File: src/rtl/mem_port_arbiter.sv
// Shares one synchronous memory port between fetch, data and host: grants are combinational (0 cycles), read data returns 1 cycle later.
// Backpressure: a requester holds its request until gnt; fixed priority with starvation escalation and host burst locking.
module mem_port_arbiter #(
    parameter int AW      = 16,
    parameter int DW      = 16,
    parameter int MAXWAIT = 4,
    parameter int MAXLOCK = 8
) (
    input  logic          clk,
    input  logic          reset,
    input  logic          if_req,
    input  logic [AW-1:0] if_addr,
    output logic          if_gnt,
    output logic          if_rvalid,
    input  logic          dm_req,
    input  logic          dm_we,
    input  logic [AW-1:0] dm_addr,
    input  logic [DW-1:0] dm_wdata,
    output logic          dm_gnt,
    output logic          dm_rvalid,
    input  logic          ho_req,
    input  logic          ho_we,
    input  logic          ho_lock,
    input  logic [AW-1:0] ho_addr,
    input  logic [DW-1:0] ho_wdata,
    output logic          ho_gnt,
    output logic          ho_rvalid,
    output logic [DW-1:0] rdata,
    output logic [AW-1:0] mem_addr,
    output logic [DW-1:0] mem_wdata,
    output logic          mem_we,
    input  logic [DW-1:0] mem_rdata,
    output logic          locked
);

    typedef enum logic {FREE, LOCKED} state_t;
    typedef enum logic [1:0] {OWN_NONE, OWN_IF, OWN_DM, OWN_HO} owner_t;

    state_t     state;
    owner_t     tag;
    logic [3:0] ho_wait;
    logic [3:0] if_wait;
    logic [7:0] lock_cnt;
    logic       relock_block;

    logic ho_esc;
    logic if_esc;
    logic others_pending;
    logic relock_ok;

    assign ho_esc         = ho_wait >= 4'(MAXWAIT);
    assign if_esc         = if_wait >= 4'(MAXWAIT);
    assign others_pending = dm_req | if_req;
    // After a forced release the host may only re-lock once someone else had a turn.
    assign relock_ok      = !relock_block || !others_pending;

    always_comb begin
        if_gnt = 1'b0;
        dm_gnt = 1'b0;
        ho_gnt = 1'b0;
        if (!reset) begin
            if (state == LOCKED)        ho_gnt = ho_req;
            else if (ho_req && ho_esc)  ho_gnt = 1'b1;
            else if (if_req && if_esc)  if_gnt = 1'b1;
            else if (dm_req)            dm_gnt = 1'b1;
            else if (ho_req)            ho_gnt = 1'b1;
            else if (if_req)            if_gnt = 1'b1;
        end
    end

    always_comb begin
        mem_addr  = if_addr;
        mem_wdata = dm_wdata;
        mem_we    = 1'b0;
        if (dm_gnt) begin
            mem_addr = dm_addr;
            mem_we   = dm_we;
        end else if (ho_gnt) begin
            mem_addr  = ho_addr;
            mem_wdata = ho_wdata;
            mem_we    = ho_we;
        end
    end

    assign rdata     = mem_rdata;
    assign locked    = (state == LOCKED);
    assign if_rvalid = (tag == OWN_IF);
    assign dm_rvalid = (tag == OWN_DM);
    assign ho_rvalid = (tag == OWN_HO);

    always_ff @(posedge clk or posedge reset) begin
        if (reset) begin
            state        <= FREE;
            tag          <= OWN_NONE;
            ho_wait      <= 4'd0;
            if_wait      <= 4'd0;
            lock_cnt     <= 8'd0;
            relock_block <= 1'b0;
        end else begin
            if (ho_req && !ho_gnt) ho_wait <= (ho_wait == 4'hF) ? ho_wait : ho_wait + 4'd1;
            else                   ho_wait <= 4'd0;
            if (if_req && !if_gnt) if_wait <= (if_wait == 4'hF) ? if_wait : if_wait + 4'd1;
            else                   if_wait <= 4'd0;

            if (if_gnt)                 tag <= OWN_IF;
            else if (dm_gnt && !dm_we)  tag <= OWN_DM;
            else if (ho_gnt && !ho_we)  tag <= OWN_HO;
            else                        tag <= OWN_NONE;

            case (state)
                FREE: begin
                    if (ho_gnt && ho_lock && relock_ok) begin
                        lock_cnt <= 8'd1;
                        if (MAXLOCK <= 1) begin
                            relock_block <= 1'b1;
                        end else begin
                            state        <= LOCKED;
                            relock_block <= 1'b0;
                        end
                    end else if (if_gnt || dm_gnt || !others_pending) begin
                        relock_block <= 1'b0;
                    end
                end
                LOCKED: begin
                    // ho_gnt == ho_req here, so a dropped request or lock ends the burst.
                    if (!ho_req || !ho_lock) begin
                        state <= FREE;
                    end else if (lock_cnt >= 8'(MAXLOCK - 1)) begin
                        state        <= FREE;
                        relock_block <= 1'b1;
                    end else begin
                        lock_cnt <= lock_cnt + 8'd1;
                    end
                end
                default: state <= FREE;
            endcase
        end
    end

endmodule

File: config.mk
export PLATFORM = sky130hd
export DESIGN_NAME = mem_port_arbiter
export DESIGN_NICKNAME = d
export VERILOG_FILES = /design/src/rtl/mem_port_arbiter.sv
export SDC_FILE = /design/constraint.sdc
export NUM_CORES = 1
export LEC_CHECK = 0
export ABC_AREA = 1
export ABC_CLOCK_PERIOD_IN_PS = 1300
export CAP_MARGIN = 20
export CORE_MARGIN = 8
export CORE_UTILIZATION = 29
export DETAILED_ROUTE_END_ITERATION = 12
export PLACE_DENSITY = 0.87
export SYNTH_ARGS = -nofsm -noshare
export SYNTH_HDL_FRONTEND = slang
export SYNTH_SLANG_ARGS = --single-unit
File: constraint.sdc
create_clock -name clk -period 1.3 [get_ports clk]
set_input_delay 0.13 -clock clk [delete_from_list [all_inputs] [get_ports clk]]
set_output_delay 0.13 -clock clk [all_outputs]
set_load 0.005 [all_outputs]
==> impl_results.md, run 1 <==
- Vias per cell: 4.81
- Switching portion of total power: 31.5%
- Finished Cell Area: 0.00377 sq mm
- Combinational power share: 52.6%
- Sequential cell area fraction in the yosys report: 28.0%
- CP Capture Type: primary output
- NetSw: 0.729 mW
- TritonCTS clock tree: done
- Vias: 2548
- Maximum vdd drop: 699 uV
- Maximum number of pins on one net before global-route repair: 21
- Tmin final: 1.99 ns
- Vias in the first global route: 2656
- RSZ-0062 raised after global routing: yes
- Row count: 28
- N_diodes: 0
- Initial Util: 30.0%
- Final #Nets: 564
- Total CTS buffers: 3
- Drt drc: 0
- #FFs+latches synth: 20
- GRT Overall Usage: 17.5%
- Mapped Area: 0.00179 sq mm
- Place WS: -0.782 ns
- Dpl hpwl: 5790 microns
- Ratio of final minimum period to clock period: 153%
- Clock power share: 17.0%
- Critical Path AT: 1.86 ns
- Mean Syn Cell Area: 6.23 sq um
- Startpoint types: flip-flop
- Routability cong.: 0.880
- Final wirelength: 8790 microns
- Setup WS post-layout: -0.687 ns
- Congestion Overflow GR: 0
- R2r startpoint: if_wait[2]
- Worst r2r dst: lock_cnt[2]
- Slew Viols, Final: 0
- Number of detailed-route iterations in the first pass: 5
- CP startpoint: if_wait[2]
- Total power: 2.31 mW
- P_int: 1.58 mW
- H-tree Lvls: 1
- Cell variety after synth: 28
- Ports: 160
- Initial antenna violation count: 0
- Clk root buf: clkbuf_8
- Chip Width: 94.5 microns
- Post-synthesis cell count: 287
- First-pass GRT wire length: 12700 microns
- Pwr per Cell Area: 613 mW/mm^2
- Crit path to: mem_addr[15]
- Area Growth Syn to Fin: 111%
- CTS sink cnt: 20
- Fmax: 503 MHz
- Violated checks: negative setup slack
- Core ar.: 0.00596 sq mm
- 1st-iter DRT viols: 84
- IO Port Bufs: 127
- Fin cells: 530
- Reg2reg setup slack: -0.42 ns
- Status: finished, violations left
- Remaining antenna violation count: 0
- Share of post-route cells with drive strength above 1: 38.5%
- Slew headroom: 83.1%
- Ys Warns: 0
- Worst Hold Class: input port to asynchronous set/reset pin
- Clock transition at path regs: 0.07 ns
- Hold Fails Final Rpt: 0
- Max-cap viol count: 0
- FF-to-FF path depth: 10
- Critical path type: flip-flop to primary output
- Final setup skew: 0.00474 ns
- Clk Latency, worst-skew pair: 0.25 ns
- Cells after DPL: 492
- Part of the power in registers: 30.4%
- Pleak: 1.92 nW
- Drt wl/cell: 16.6 microns
- Hold buffers post-CTS: 0
- Final Setup Violations: 54
- Vert. Die Dim: 94.5 microns
- Crit path max fanout: 7
- Die footprint: 0.00893 sq mm
- Least-Margin Pin Slew: 0.254 ns
- CP Data Required Time: 1.17 ns
- Placed cell area: 0.00321 sq mm
- Longest Clk Path Bufs: 2
- Synth Net Count: 394
stage by stage:
step	TNS [ns]	utilization [%]	hold WS, ns
floorplan	0	-	-0.0132
global route	-31.11	63.3	0.142
detailed placement	-31.12	53.8	0.260
CTS	-18.86	60.1	0.136
global placement	-28.77	53.8	0.260
finish	-24.89	63.3	0.128
worst max-delay path: stages, from the launching register on:
cell,delay (ns)
dfrtp_1,0.41
o21ai_2,0.19
nand2_1,0.10
nand2_2,0.10
nand2_4,0.08
buf_8,0.16
buf_16,0.14
nand2_4,0.05
o21ai_2,0.05
o21ai_1,0.16
buf_2,0.15
power by group through the flow:
stage / clock network (mW) / logic [mW] / registers (mW)
floorplan: 0 / 0.392 / 0.713
global placement: 0 / 0.988 / 0.711
detailed placement: 0 / 1.01 / 0.714
CTS: 0.404 / 1.11 / 0.702
global route: 0.439 / 1.31 / 0.709
finish: 0.394 / 1.22 / 0.703
cell usage in the layout (no fill, tap or decap), types with 4 or more instances in the layout:
cell type	Yosys	final
buf_2	1	35
dfrtp_1	20	20
nand2_1	109	80
buf_4	20	33
nand2_2	4	18
buf_8	0	6
o21ai_1	31	17
clkdlybuf4s50_1	0	86
o21ai_2	1	17
buf_6	4	17
a21oi_1	5	4
inv_1	32	31
nand3_1	12	12
nand2_4	1	16
nor2_1	20	15
buf_12	0	4
inv_2	5	4
nor2_2	2	6
routing by layer:
metal  up-vias  GRT usage [%]  part of all wire, %
met1      1185           17.3                   35
met4         0           4.03                  3.0
li1       1213              -                    -
met2       128           34.7                   53
met5         -              0                    0
met3        22           5.00                  8.8
synthesized netlist by cell type (all sizes together):
cell type	count	area share, %
a21boi	1	0.42
inv	37	7.8
nand3	12	3.4
buf	25	11
o22ai	1	0.35
nor2	22	4.9
nand2	114	25
and2	1	0.35
a211oi	3	1.5
xnor2	2	0.98
nor3	3	1.4
dfrtp	20	28
nor3b	1	0.42
o21ai	34	9.7
nand4	2	0.70
a21oi	5	1.4
ha	3	2.1
xor2	1	0.49
worst min-delay path by stage:
stage / from / end / slack (ns)
floorplan: reset / ho_wait[0] / -0.01
global placement: mem_rdata[4] / rdata[4] / 0.26
detailed placement: mem_rdata[4] / rdata[4] / 0.26
CTS: reset / if_wait[2] / 0.14
global route: reset / if_wait[2] / 0.14
finish: reset / lock_cnt[1] / 0.13
area by class of cell:
type                            instances  area, sq um
Sequential cell                        20          500
Fill cell                             470         2180
Multi-Input combinational cell        205         1200
Clock buffer                            3         41.3
Tap cell                               75         93.8
Inverter                               37          145
Timing Repair Buffer                  190         1790
registers in the layout, indices dropped and copies added (netlist names):
register,flops
ho_wait,4
tag,2
lock_cnt,8
locked,1
if_wait,4
relock_block,1
kinds of logic after synthesis:
family / synth area share [%]
AO/OA/AOI/OAI: 13.4
AND/OR/NAND/NOR: 36.0
XOR/XNOR: 1.47
buffers and inverters: 19.0
flip-flops: 28.0
adder cells (fa/ha/maj): 2.10
repair_timing:
| item | in CTS | in global routing |
|---|---|---|
| pin swaps | 12 | 22 |
| resized for setup | 214 | 47 |
| gates cloned | 6 | 1 |
| buffers inserted | 24 | 7 |
| setup endpoints to repair | 54 | 58 |
No activity file was read; power rests on OpenSTA's default activity.
==> inputs of run 2 (changes only) <==
--- a/config.mk
+++ b/config.mk
@@ -12,6 +12,7 @@
 export CORE_UTILIZATION = 29
 export DETAILED_ROUTE_END_ITERATION = 12
 export PLACE_DENSITY = 0.87
+export SETUP_SLACK_MARGIN = 0.15
 export SYNTH_ARGS = -nofsm -noshare
 export SYNTH_HDL_FRONTEND = slang
 export SYNTH_SLANG_ARGS = --single-unit
==> run 2 against run 1 <==
Compared with the run above: sequential share of layout area fell by 0.96 points; first-iteration DRC count is 31% lower; the flow still finishes with violations (negative setup slack); largest power group unchanged; die area unchanged.
==> impl_results.md, run 2 (synthesized netlist as in run 1, its figures left out) <==
- Clock transition at path regs: 0.08 ns (about the same)
- Slew headroom: 81.2% (-1.8 points)
- Violated checks: negative setup slack
- CP Data Required Time: 1.17 ns (about the same)
- Setup TNS: -25.66 ns (-0.761 ns)
- Initial antenna violation count: 0 (unchanged)
- Status: finished, violations left
- Drt drc: 0 (unchanged)
- Top reg by flops: lock_cnt
- Row count: 28 (unchanged)
- Total power: 2.53 mW (+9.4%)
- Critical Path AT: 1.86 ns (about the same)
- Longest Clk Path Bufs: 2 (unchanged)
- Hold Fails Final Rpt: 0 (unchanged)
- TritonCTS clock tree: done
- CTS sink cnt: 20 (unchanged)
- Largest registers: lock_cnt x8, ho_wait x4, if_wait x4
- Layout filler cell count: 412 (-12%)
- Clk root buf: clkbuf_8
- Crit-path slowest cell: dfrtp_1
- Reg2reg setup slack: -0.44 ns (-0.02 ns)
- Core Util, Final: 68.2% (+4.9 points)
- 1st-iter DRT viols: 58 (-31%)
- Vias in the first global route: 2741 (+3.2%)
- Initial Util: 30.0% (unchanged)
- Vert. Die Dim: 94.5 microns (unchanged)
- Number of detailed-route iterations in the first pass: 4 (-1)
- H-tree Lvls: 1 (unchanged)
- CP delay by family, top: buffers and inverters
- First-pass GRT wire length: 12900 microns (+2.3%)
- Startpoint types: flip-flop
- Share of post-route cells with drive strength above 1: 45.1% (+6.6 points)
- CP peak stage delay: 0.40 ns (about the same)
- RSZ-0062 raised after global routing: yes
- Pleak: 2.02 nW (+4.9%)
- Final setup skew: 0.00816 ns (+0.00341 ns)
- Commonest non-fill, non-tap cell in the layout: clkdlybuf4s50_1
- Dpl hpwl: 5810 microns (+0.33%)
- Number of flip-flops in the largest register: 8 (unchanged)
- Least-Margin Pin Slew: 0.281 ns (+0.0272 ns)
- IO Port Bufs: 127 (unchanged)
- Crit path max fanout: 4 (-3)
- Max-cap viol count: 0 (unchanged)
- Die footprint: 0.00893 sq mm (unchanged)
- Maximum number of pins on one net before global-route repair: 21 (unchanged)
- GRT Overall Usage: 18.1% (+0.54 points)
- Total CTS buffers: 3 (unchanged)
- Drt wl/cell: 17.3 microns (+4.4%)
- Area Growth Syn to Fin: 127%
- Most frequent cells in the layout: 87 x clkdlybuf4s50_1, 63 x nand2_1, 38 x buf_6
- Crit path cell chain: o21ai_2, nand2_2, nand2_4, nand2_8, buf_12, buf_6, buf_6, nand2_2, o21ai_1, o21ai_1, buf_2
- Pwr per Cell Area: 622 mW/mm^2 (+1.5%)
- Final Setup Violations: 56 (+3.7%)
- Worst Hold Class: input port to primary output
- Maximum vdd drop: 710 uV (+1.6%)
- Buf/Inv on CP: 4 (+1)
- CP Capture Type: primary output
- N_diodes: 0 (unchanged)
- Tmin final: 1.99 ns (+0.000223 ns)
- Critical path type: flip-flop to primary output
- Core ar.: 0.00596 sq mm (unchanged)
- Slew Viols, Final: 0 (unchanged)
- Remaining antenna violation count: 0 (unchanged)
- Chip Width: 94.5 microns (unchanged)
- Congestion Overflow GR: 0 (unchanged)
- Ports: 160 (unchanged)
- Ratio of final minimum period to clock period: 153% (about the same)
- Final #Nets: 574 (+1.8%)
- Vias: 2565 (+0.67%)
- Hold slack: 0.260 ns (+0.132 ns)
- Routability cong.: 0.905 (+2.8%)
- Final wirelength: 9370 microns (+6.6%)
- Clk Latency, worst-skew pair: 0.28 ns (+0.03 ns)
- Setup WS post-layout: -0.688 ns (-0.000223 ns)
- Vias per cell: 4.74 (-1.4%)
- Fmax: 503 MHz (about the same)
==> run 2: cell types whose count changed in the layout (fill, tap and decap cells not counted), moves of 3 or more <==
cell	delta
nand2_4	+3
o21ai_1	+5
dlygate4sd2_1	-3
nand2_2	+12
o21ai_2	-5
inv_1	-3
buf_8	-5
nor2_4	+3
buf_6	+21
nand2_1	-17
buf_2	-6
==> run 2: final timing paths <==
| check | from | end | depth (start not counted) |
|---|---|---|---|
| worst max-delay path | if_wait[2] | mem_addr[7] | 11 |
| worst min-delay path | mem_rdata[0] | rdata[0] | 0 |
| worst max register to register | if_wait[2] | lock_cnt[2] | 10 |
| worst min register to register | lock_cnt[7] | lock_cnt[7] | 2 |
| max in group asynchronous | reset | lock_cnt[0] | 3 |
| min in group asynchronous | reset | ho_wait[3] | 3 |
==> run 2: worst register-to-register path, stage by stage, from the launching register on <==
cell	delay, ns
dfrtp_1	0.40
o21ai_2	0.19
nand2_2	0.10
nand2_4	0.10
buf_4	0.11
buf_4	0.09
buf_4	0.10
nand4_1	0.21
buf_4	0.22
nand3_1	0.05
nand2_1	0.05
==> run 2: routing by layer <==
layer / share of wire, % / routed length [microns] / track usage [%]
met5: 0 / 0 / 0
met4: 2.9 / 272 / 8.19
met3: 6.3 / 593 / 2.62
met2: 55 / 5110 / 35.1
met1: 36 / 3390 / 18.4
==> run 2: layout make-up <==
cell class / instances / area, sq um / area share (%)
Clock buffer: 4 / 55.1 / 1.35
Inverter: 37 / 165 / 4.06
Multi-Input combinational cell: 205 / 1300 / 32.0
Sequential cell: 20 / 500 / 12.3
Tap cell: 75 / 93.8 / 2.31
Timing Repair Buffer: 196 / 1900 / 46.7
Timing Repair inverter: 4 / 52.6 / 1.29
==> run 2: metrics by stage <==
stage / instance area [sq um] / setup slack, ns / instances
3_3_place_gp: 3180 / -0.748 / 490
3_5_place_dp: 3180 / -0.781 / 490
6_report: 4060 / -0.688 / 541
5_1_grt: 4060 / -0.776 / 541
2_1_floorplan: 1820 / 0.0138 / 287
4_1_cts: 3720 / -0.643 / 533
==> run 2: where the power goes <==
part	internal (mW)	total (mW)	switching (mW)	leakage [nW]
Combinational	0.760	1.32	0.562	1.72
Clock	0.271	0.504	0.233	0.0288
Sequential	0.670	0.703	0.0338	0.269
==> run 2: repair_timing <==
item / in CTS / in global routing
resized for setup: 246 / 68
buffers inserted: 33 / 7
hold buffers: 0 / 0
gates cloned: 7 / 1
pin swaps: 25 / 24
setup endpoints to repair: 60 / 60
